<file path="src/rtl/serial_checking_sink.sv">
// serial_checking_sink
//   Terminates a router's local serial tx port. It deserialises frames made of
//   one start bit (1) followed by FLIT_W data bits sent LSB first. Each flit is
//   checked against this node's address and counted. After a flit, a
//   hospitality LFSR gates how soon the sink accepts the next frame.
//
//   Optional feature: define SINK_SEQ_CHECK_EN to add per-source sequence
//   checking. The sink keeps a table of the next expected seq for each src.
//   Without the macro the tables do not exist and only the destination is
//   checked.
//
// Ports
//   clk        : single clock, rising edge
//   reset      : synchronous, active-high
//   busy       : 1 = not ready for a new frame (flow control to tx)
//   data       : serial input, idles at 0
//   flit_valid : one-cycle pulse when a flit has been received
//   flit       : last received flit, held until the next one
//   rx_count   : saturating count of received flits
//   err_count  : saturating count of flits in error
//   err        : pulse with flit_valid when the flit is in error
//
// Flit layout: dest = [ADDR_SZ-1:0], src = [2*ADDR_SZ-1:ADDR_SZ],
//              seq = [FLIT_W-1:2*ADDR_SZ]
//
// state | meaning
// IDLE  | ready, waiting for a start bit
// SHIFT | sampling FLIT_W data bits, LSB first
// CHECK | flit_valid/err pulse, counters show the new values
// HOLD  | busy until the LFSR value is <= HOSP
module serial_checking_sink #(
    parameter int unsigned ID      = 0,
    parameter int unsigned FLIT_W  = 16,
    parameter int unsigned ADDR_SZ = 4,
    parameter int unsigned HOSP    = 255
) (
    input  logic              clk,
    input  logic              reset,
    output logic              busy,
    input  logic              data,
    output logic              flit_valid,
    output logic [FLIT_W-1:0] flit,
    output logic [15:0]       rx_count,
    output logic [15:0]       err_count,
    output logic              err
);

    localparam int unsigned       CNT_W     = $clog2(FLIT_W);
    localparam logic [CNT_W-1:0]  LAST_BIT  = CNT_W'(FLIT_W - 1);
    localparam logic [7:0]        LFSR_SEED = {ID[6:0], 1'b1};
    localparam logic [ADDR_SZ-1:0] MY_ADDR  = ID[ADDR_SZ-1:0];

    typedef enum logic [1:0] {IDLE, SHIFT, CHECK, HOLD} state_t;

    state_t            state_q;
    logic [CNT_W-1:0]  bit_cnt_q;
    logic [FLIT_W-1:0] shift_q, shift_d;
    logic [7:0]        lfsr_q, lfsr_d;
    logic              busy_q, flit_valid_q, err_q;
    logic [FLIT_W-1:0] flit_q;
    logic [15:0]       rx_count_q, rx_count_d;
    logic [15:0]       err_count_q, err_count_d;
    logic              dest_err, frame_err, hosp_ok;

`ifdef SINK_SEQ_CHECK_EN
    localparam int unsigned SEQ_W = FLIT_W - 2*ADDR_SZ;
    localparam int unsigned N_SRC = 2**ADDR_SZ;

    logic [N_SRC-1:0] seq_valid_q;
    logic [SEQ_W-1:0] seq_exp_q [N_SRC];
    logic [ADDR_SZ-1:0] src;
    logic [SEQ_W-1:0]   seq;
    logic               seq_err;
`endif

    always_comb begin
        // shift_d is the word including the bit sampled this cycle, so the
        // final SHIFT cycle can register the complete flit directly.
        shift_d            = shift_q;
        shift_d[bit_cnt_q] = data;
        dest_err           = (shift_d[ADDR_SZ-1:0] != MY_ADDR);
`ifdef SINK_SEQ_CHECK_EN
        src       = shift_d[2*ADDR_SZ-1:ADDR_SZ];
        seq       = shift_d[FLIT_W-1:2*ADDR_SZ];
        seq_err   = seq_valid_q[src] && (seq != seq_exp_q[src]);
        frame_err = dest_err | seq_err;
`else
        frame_err = dest_err;
`endif
        lfsr_d      = {lfsr_q[6:0], lfsr_q[7] ^ lfsr_q[5] ^ lfsr_q[4] ^ lfsr_q[3]};
        // widened compare keeps HOSP=255 from being a degenerate 8-bit compare
        hosp_ok     = ({1'b0, lfsr_q} <= 9'(HOSP));
        rx_count_d  = (rx_count_q  == 16'hFFFF) ? rx_count_q  : rx_count_q  + 16'd1;
        err_count_d = (err_count_q == 16'hFFFF) ? err_count_q : err_count_q + 16'd1;
    end

    always_ff @(posedge clk) begin
        if (reset) begin
            state_q      <= IDLE;
            bit_cnt_q    <= '0;
            shift_q      <= '0;
            lfsr_q       <= LFSR_SEED;
            busy_q       <= 1'b0;
            flit_valid_q <= 1'b0;
            err_q        <= 1'b0;
            flit_q       <= '0;
            rx_count_q   <= '0;
            err_count_q  <= '0;
`ifdef SINK_SEQ_CHECK_EN
            seq_valid_q  <= '0;
`endif
        end else begin
            lfsr_q       <= lfsr_d;
            flit_valid_q <= 1'b0;
            err_q        <= 1'b0;
            case (state_q)
                IDLE: begin
                    if (data) begin
                        state_q   <= SHIFT;
                        bit_cnt_q <= '0;
                        busy_q    <= 1'b1;
                    end
                end
                SHIFT: begin
                    shift_q   <= shift_d;
                    bit_cnt_q <= bit_cnt_q + 1'b1;
                    if (bit_cnt_q == LAST_BIT) begin
                        state_q      <= CHECK;
                        flit_q       <= shift_d;
                        flit_valid_q <= 1'b1;
                        err_q        <= frame_err;
                        rx_count_q   <= rx_count_d;
                        if (frame_err) begin
                            err_count_q <= err_count_d;
                        end
`ifdef SINK_SEQ_CHECK_EN
                        // always resynchronise to the seq just seen
                        seq_valid_q[src] <= 1'b1;
                        seq_exp_q[src]   <= seq + 1'b1;
`endif
                    end
                end
                CHECK: begin
                    state_q <= HOLD;
                end
                HOLD: begin
                    if (hosp_ok) begin
                        state_q <= IDLE;
                        busy_q  <= 1'b0;
                    end
                end
                default: begin
                    state_q <= IDLE;
                    busy_q  <= 1'b0;
                end
            endcase
        end
    end

    assign busy       = busy_q;
    assign flit_valid = flit_valid_q;
    assign flit       = flit_q;
    assign rx_count   = rx_count_q;
    assign err_count  = err_count_q;
    assign err        = err_q;

endmodule

</file>
<file path="config.mk">
export PLATFORM = sky130hd
export DESIGN_NAME = serial_checking_sink
export DESIGN_NICKNAME = d
export VERILOG_FILES = /design/src/rtl/serial_checking_sink.sv
export SDC_FILE = /design/constraint.sdc
export NUM_CORES = 1
export LEC_CHECK = 0
export ABC_AREA = 1
export CAP_MARGIN = 5
export CORE_MARGIN = 10
export CORE_UTILIZATION = 59
export DETAILED_ROUTE_END_ITERATION = 8
export GPL_TIMING_DRIVEN = 0
export PLACE_DENSITY = 0.85
export SLEW_MARGIN = 10
export SYNTH_ARGS = -nofsm -noshare
export SYNTH_HDL_FRONTEND = slang
export SYNTH_SLANG_ARGS = --single-unit
</file>
<file path="constraint.sdc">
create_clock -name clk -period 3.6 [get_ports clk]
set_input_delay 0.54 -clock clk [delete_from_list [all_inputs] [get_ports clk]]
set_output_delay 0.54 -clock clk [all_outputs]
set_load 0.02 [all_outputs]
</file>
==> impl_metrics.tcl, run 1 <==
set metrics [dict create \
    finalHoldViolations 0 \
    syn_area_sq_um 3860 \
    dp.cells 673 \
    postSynthRegisterBits 72 \
    clkTransAtPathRegs_ns 0.08 \
    worst-r2r-setup-slack_ns 1.73 \
    seq_area_frac_synth_pct 37.3 \
    tritoncts "done" \
    syn-instance-count 545 \
    post_layout_nonfiller_instances 689 \
    num_vias 3667 \
    max_freq_mhz 496 \
    cp_num_buf_inv 1 \
    cts.root.buffer_cell "sky130_fd_sc_hd__clkbuf_8" \
    crit_required_ns 3.06 \
    final_setup_viols 0 \
    slew-limit-headroom_pct 58.1 \
    synth_compound_gate_area_share_pct 13.0 \
    rsz0062_at_grt "no" \
    layout-drive-gt1-share_pct 9.64 \
    drt-vias-per-instance 5.32 \
    cts-htree-levels 3 \
    clk_path_buf_depth 2 \
    synth-simple-area-share_pct 31.5 \
    static-leakage-power_uw 0.00188 \
    final.setup_skew_ns 0.00851 \
    post_cts_buffers 0 \
    critical_path_class "reg -> out" \
    dieWidth_microns 101 \
    synth_xor_area_share_pct 2.72 \
    floorplan.core_area_sq_um 6350 \
    grt_start_max_net_pins 13 \
    die_footprint_sq_um 10200 \
    capture_endpoint_of_the_worst_hold_path "shift_q[8]$_SDFFE_PP0P_" \
    yosysWarningCount 0 \
    final_net_count 621 \
    cts_inserted_buffers 9 \
    power_report.internal_total_uw 1520 \
    max-vdd-ir-drop_v 0.000341 \
    critical_path.reg2reg.startpoint "bit_cnt_q[0]$_SDFFE_PP0P_" \
    drt_pre_antenna_iters 4 \
    globalplace.congestion 0.890 \
    drt_iter0_markers 139 \
    period_share_pct 55.9 \
    report.final.slew_viol_count 0 \
    outcome "completed" \
    dpl.hpwl_microns 6990 \
    drt_drc_violations_left 0 \
    worstHoldStart "shift_q[8]$_SDFFE_PP0P_" \
    pwr_density_cell_nw_per_um2 492 \
    power.share.combinational_pct 28.0 \
    max-cap-violations 0 \
    die_outline_height_microns 101 \
    antennaDiodeCount 0 \
    r2r.worst_path.cells 6 \
    postLayoutSetupSlackWorst_ns 1.59 \
    grt_pass1_vias 3612 \
    post_cts_hold_buffer_count 0 \
    cts_resized 0 \
    worst_pin_slew_ns 0.622 \
    worst_path_slowest_cell "sky130_fd_sc_hd__clkdlybuf4s50_1" \
    postSynthAreaPerCell_sq_um 7.08 \
    timing.critical_path.cells "clkdlybuf4s50_1" \
    routed_wirelength_microns 9590 \
    ant_nets 0 \
    boundaryPins 54 \
    critical_path_arrival_ns 1.47 \
    dominant_combinational_cell_family_by_area_after_synthesis "simple AND/OR/NAND/NOR gates" \
    sequentialPowerShare_pct 40.7 \
    whs_path_depth 2 \
    grt_antenna_before_repair 0 \
    yosys.area.top_type "sky130_fd_sc_hd__dfxtp_1" \
    wire_per_inst_microns 13.9 \
    clock_sink_count 72 \
    finalSetupTns_ns 0 \
    syn-num-nets 559 \
    synthTopCellsByArea "sky130_fd_sc_hd__dfxtp_1 (37%), sky130_fd_sc_hd__nand2_1 (12%), sky130_fd_sc_hd__inv_1 (7.3%)" \
    critical-path-top-delay-family "buffers and inverters" \
    worstSkewPairLatency_ns 0.36 \
    io_buffers 51 \
    synth_top_area_share_pct 37.3 \
    global_route_wire_length_before_repair_microns 16200 \
    total_switching_power_uw 786 \
    globalRouteTotalUtil_pct 19.1 \
    clkPwrFrac_pct 31.3 \
    floorplan.initialDensity_pct 60.8 \
    n_fill_cell 495 \
    syn_to_final_growth_pct 21.5 \
    synth-adder-area-share_pct 3.57 \
    dpl_worst_slack_ns 1.69 \
    setup.worst_path.start_class "register" \
    swShare_pct 34.1 \
    timing.critical_path.to_type "output pin" \
    std_cell_rows 29 \
    critical_path_peak_fanout 5 \
    rr_endpoint "err_count[3]$_SDFFE_PP0P_" \
    mux_share_of_post_synthesis_cell_area_pct 0 \
    post_synth_num_cell_types 34 \
    timing.hold.worst.class "reg -> reg" \
    globalRouteOverflowTotal 0 \
    holdWs_ns 0.486 \
    cp_max_stage_delay_ns 0.66 \
    period_needed_ns 2.01 \
]
## power by group through the flow
stage / registers [uW] / logic (uW) / clock network [uW]
after floorplan: 946 / 506 / 0
after global placement: 949 / 613 / 0
after detailed placement: 953 / 639 / 0
after CTS: 936 / 643 / 728
after global routing: 946 / 740 / 759
final: 938 / 646 / 722
## cell families (layout without fill, tap and decap cells)
kind of cell / Yosys count / in the layout
buffers and inverters: 105 / 172
xor gates and xnor gates: 12 / 12
adders and majority gates: 11 / 11
and+or+nand+nor: 254 / 254
DFF: 72 / 72
AOI/OAI and AO/OA: 91 / 91
## cells in the mapped netlist, drive strengths merged
master and number:
nand4 18, o21bai 1, o21ai 36, clkinv 1
xnor2 5, a21oi 36, buf 17, or2 1
inv 78, xor2 7, nand3 40, nor3 8
a211oi 3, nor2 62, dfxtp 72, ha 11
nand2 125, o211ai 15, clkbuf 9
## registers in the layout (all words and copies together) (netlist names)
register    flops
err             1
rx_count       16
shift_q        15
flit           16
busy            1
state_q         2
err_count      16
flit_valid      1
bit_cnt_q       4
## metrics by stage
| stage | util, % | power, uW | cell area [sq um] |
|---|---|---|---|
| floorplan | - | 1450 | 3860 |
| global placement | 70.3 | 1560 | 4470 |
| detailed placement | 70.3 | 1590 | 4470 |
| CTS | 73.8 | 2310 | 4690 |
| global route | 73.8 | 2450 | 4690 |
| finish | 73.8 | 2310 | 4690 |
## routing by layer
layer	GRT usage, %	routed length [microns]
met1	22.0	3900
met2	33.3	4900
met3	3.70	576
met4	8.15	202
met5	0	0
## final cells by class
type / instances / area, sq um / share of cell area (%)
clock buffers: 11 / 141 / 3.02
repair buffers: 51 / 510 / 10.9
well taps: 77 / 96.3 / 2.05
flip-flops and latches: 72 / 1440 / 30.7
inverters: 79 / 299 / 6.38
multi-input cells: 368 / 1960 / 41.8
plain buffers: 26 / 158 / 3.36
clock inverters: 5 / 80.1 / 1.71
## how the worst max path moves through the flow
stage | from | endpoint | slack (ns) | cells after the start
3_3_place_gp | reset | shift_q[6]$_SDFFE_PP0P_ | 1.72 | 5
2_1_floorplan | err_count[1]$_SDFFE_PP0P_ | err_count[9]$_SDFFE_PP0P_ | 1.95 | 9
6_report | err_count[4]$_SDFFE_PP0P_ | err_count[4] | 1.59 | 1
4_1_cts | err_count[4]$_SDFFE_PP0P_ | err_count[4] | 1.60 | 1
3_5_place_dp | reset | shift_q[13]$_SDFFE_PP0P_ | 1.69 | 5
5_1_grt | bit_cnt_q[0]$_SDFFE_PP0P_ | err_count[6]$_SDFFE_PP0P_ | 1.56 | 6
## cells in the final DEF (no fill, tap or decap), drive strengths merged
cell and count:
nand3 40, xnor2 5, a21oi 36, clkinvlp 2, nand2 125, clkbuf 20
inv 78, o211ai 15, o21bai 1, ha 11, bufinv 2, nand4 18
a211oi 3, buf 17, nor3 8, clkdlybuf4s50 51, or2 1, clkinv 2
nor2 62, o21ai 36, xor2 7, dfxtp 72
(Power assumes the default switching activity.)
==> inputs of run 2 (changes only) <==
--- a/config.mk
+++ b/config.mk
@@ -8,10 +8,10 @@
 export ABC_AREA = 1
 export CAP_MARGIN = 5
 export CORE_MARGIN = 10
-export CORE_UTILIZATION = 59
+export CORE_UTILIZATION = 55
 export DETAILED_ROUTE_END_ITERATION = 8
 export GPL_TIMING_DRIVEN = 0
-export PLACE_DENSITY = 0.85
+export PLACE_DENSITY = 0.8
 export SLEW_MARGIN = 10
 export SYNTH_ARGS = -nofsm -noshare
 export SYNTH_HDL_FRONTEND = slang
==> constraint.sdc (replaced) <==
create_clock -name clk -period 1.9 [get_ports clk]
set_input_delay 0.285 -clock clk [delete_from_list [all_inputs] [get_ports clk]]
set_output_delay 0.285 -clock clk [all_outputs]
set_load 0.02 [all_outputs]
==> run 2 against run 1 <==
Combinational power rose by 90%. Power rose by 82%. First-iteration DRC count rose by 15%. Worst hold slack got worse by 0.16 ns. Die area rose by 5.8%. Register-to-register slack got worse by 1.5 ns. Clock skew rose by 0.0048 ns. Sequential power rose by 90%. Critical path depth did not move. Final cell count rose by 2.6%. Sequential share of layout area barely moved. Clock-buffer cell count fell by 2. Critical path type unchanged. Critical endpoint is now rx_count[10]. Largest cell class unchanged.
==> impl_metrics.tcl, run 2 (synthesis results as in run 1) <==
set metrics [dict create \
    max-cap-violations 0 \
    period_needed_ns 1.73 \
    critical_path_class "reg -> out" \
    globalRouteTotalUtil_pct 17.3 \
    multi_input_area_sq_um 1960 \
    setup.worst_path.start "rx_count[10]$_SDFFE_PP0P_" \
    cts_inserted_buffers 9 \
    rr_endpoint "err_count[11]$_SDFFE_PP0P_" \
    worst-r2r-setup-slack_ns 0.19 \
    holdWs_ns 0.331 \
    wire_per_inst_microns 13.3 \
    critical-path-top-delay-family "buffers and inverters" \
    syn_to_final_growth_pct 21.6 \
    cts.root.buffer_cell "sky130_fd_sc_hd__clkbuf_8" \
    cp_num_buf_inv 1 \
    finalSetupTns_ns 0 \
    pwr_density_cell_nw_per_um2 896 \
    outcome "completed" \
    antennaDiodeCount 0 \
    final_net_count 621 \
    num_vias 3663 \
    globalplace.congestion 0.874 \
    worstSkewPairLatency_ns 0.35 \
    setup.worst_path.start_class "register" \
    critPathCapture "rx_count[10]" \
    tritoncts "done" \
    power.total_uw 4200 \
    global_route_wire_length_before_repair_microns 15900 \
    timing.hold.worst.class "in -> reg" \
    layout-drive-gt1-share_pct 10.6 \
    drt-vias-per-instance 5.18 \
    dieWidth_microns 104 \
    report.final.slew_viol_count 0 \
    final.setup_skew_ns 0.0133 \
    static-leakage-power_uw 0.00188 \
    clkTransAtPathRegs_ns 0.08 \
    finalHoldViolations 0 \
    die_footprint_sq_um 10800 \
    power.share.combinational_pct 29.2 \
    crit_required_ns 1.62 \
    grt_pass1_vias 3434 \
    period_share_pct 91.3 \
    floorplan.core_area_sq_um 6790 \
    clk_path_buf_depth 2 \
    max_freq_mhz 577 \
    routed_wirelength_microns 9380 \
    globalRouteOverflowTotal 0 \
    n_fill_cell 568 \
    postLayoutSetupSlackWorst_ns 0.166 \
    timing.critical_path.cells "clkdlybuf4s50_1" \
    floorplan.initialDensity_pct 56.8 \
    dpl_worst_slack_ns 0.0458 \
    grt_start_max_net_pins 13 \
    ff_latch_area_sq_um 1440 \
    rsz0062_at_grt "no" \
    cp_max_stage_delay_ns 0.65 \
    std_cell_rows 30 \
    ant_nets 0 \
    total_switching_power_uw 1500 \
    clock_sink_count 72 \
    timing.critical_path.to_type "output pin" \
    clkPwrFrac_pct 28.4 \
    io_buffers 51 \
    max-vdd-ir-drop_v 0.000704 \
    path_depth 1 \
    die_outline_height_microns 104 \
    final_setup_viols 0 \
    cts-htree-levels 3 \
    sequentialPowerShare_pct 42.4 \
    slew-limit-headroom_pct 62.6 \
    drt_pre_antenna_iters 5 \
    layout.cells.most_common "sky130_fd_sc_hd__nand2_1" \
    drt_drc_violations_left 0 \
    r2r.worst_path.cells 9 \
    worst_path_slowest_cell "sky130_fd_sc_hd__clkdlybuf4s50_1" \
    critical_path.reg2reg.startpoint "err_count[1]$_SDFFE_PP0P_" \
    boundaryPins 54 \
    grt_antenna_before_repair 0 \
    critical_path_arrival_ns 1.45 \
    critical_path_peak_fanout 6 \
    dpl.hpwl_microns 6830 \
    worst_pin_slew_ns 0.555 \
    final_cell_mix "sky130_fd_sc_hd__nand2_1 (119), sky130_fd_sc_hd__inv_1 (74), sky130_fd_sc_hd__dfxtp_1 (71)" \
    power_report.internal_total_uw 2710 \
    drt_iter0_markers 160 \
    swShare_pct 35.6 \
]
[run 2: cell types whose count changed in the layout (fill, tap and decap cells not counted), sizes merged]
cell / previous run / this run
buf: 17 / 15
clkinvlp: 2 / 1
bufinv: 2 / 1
clkinv: 2 / 5
[run 2: worst min path at each step]
stage | from | to | slack, ns | cells after the start
floorplan | shift_q[0]$_SDFFE_PP0P_ | shift_q[0]$_SDFFE_PP0P_ | 0.45 | 2
global placement | shift_q[8]$_SDFFE_PP0P_ | shift_q[8]$_SDFFE_PP0P_ | 0.46 | 2
detailed placement | shift_q[11]$_SDFFE_PP0P_ | shift_q[11]$_SDFFE_PP0P_ | 0.47 | 2
CTS | reset | err_count[4]$_SDFFE_PP0P_ | 0.32 | 2
global route | data | busy$_SDFFE_PP0P_ | 0.34 | 3
finish | reset | err_count[4]$_SDFFE_PP0P_ | 0.33 | 2
[run 2: timing repair]
action,4_1_cts,5_1_grt
buffers inserted,0,0
setup endpoints to repair,0,28
hold buffers,0,0
gates resized for setup,0,12
[run 2: cell type report]
| class | count | share of cell area [%] |
|---|---|---|
| Buffer | 26 | 3.63 |
| Clock buffer | 9 | 2.64 |
| Clock inverter | 6 | 1.31 |
| Inverter | 79 | 6.37 |
| Multi-Input combinational cell | 368 | 41.9 |
| Sequential cell | 72 | 30.7 |
| Tap cell | 96 | 2.56 |
| Timing Repair Buffer | 51 | 10.9 |
[run 2: routing by layer]
metal  part of all wire (%)  wire length [microns]  vias to the layer above  GRT usage (%)
li1                       -                      -                     1880              -
met1                     44                   4090                     1669           21.0
met2                     49                   4620                      102           29.1
met3                    6.0                    559                       12           4.77
met4                    1.1                    100                        0           5.47
met5                      0                      0                        -              0
[run 2: power by group through the flow]
stage / registers, uW / logic [uW] / clock network (uW)
4_1_cts: 1780 / 1220 / 1210
2_1_floorplan: 1790 / 959 / 0
3_5_place_dp: 1810 / 1210 / 0
6_report: 1780 / 1230 / 1190
3_3_place_gp: 1800 / 1160 / 0
5_1_grt: 1800 / 1390 / 1280
[run 2: stage by stage]
stage / instance area (sq um) / utilization, % / std cells
2_1_floorplan: 3860 / - / 545
3_3_place_gp: 4490 / 66.1 / 692
3_5_place_dp: 4490 / 66.1 / 692
4_1_cts: 4680 / 68.8 / 707
5_1_grt: 4690 / 69.1 / 707
6_report: 4690 / 69.1 / 707
==> inputs of run 3 (changes only) <==
--- a/config.mk
+++ b/config.mk
@@ -12,6 +12,7 @@
 export DETAILED_ROUTE_END_ITERATION = 8
 export GPL_TIMING_DRIVEN = 0
 export PLACE_DENSITY = 0.8
+export SKIP_CTS_REPAIR_TIMING = 1
 export SLEW_MARGIN = 10
 export SYNTH_ARGS = -nofsm -noshare
 export SYNTH_HDL_FRONTEND = slang
==> results of run 3 <==
The final DEF is identical to that of run 2; final timing and power are the same.
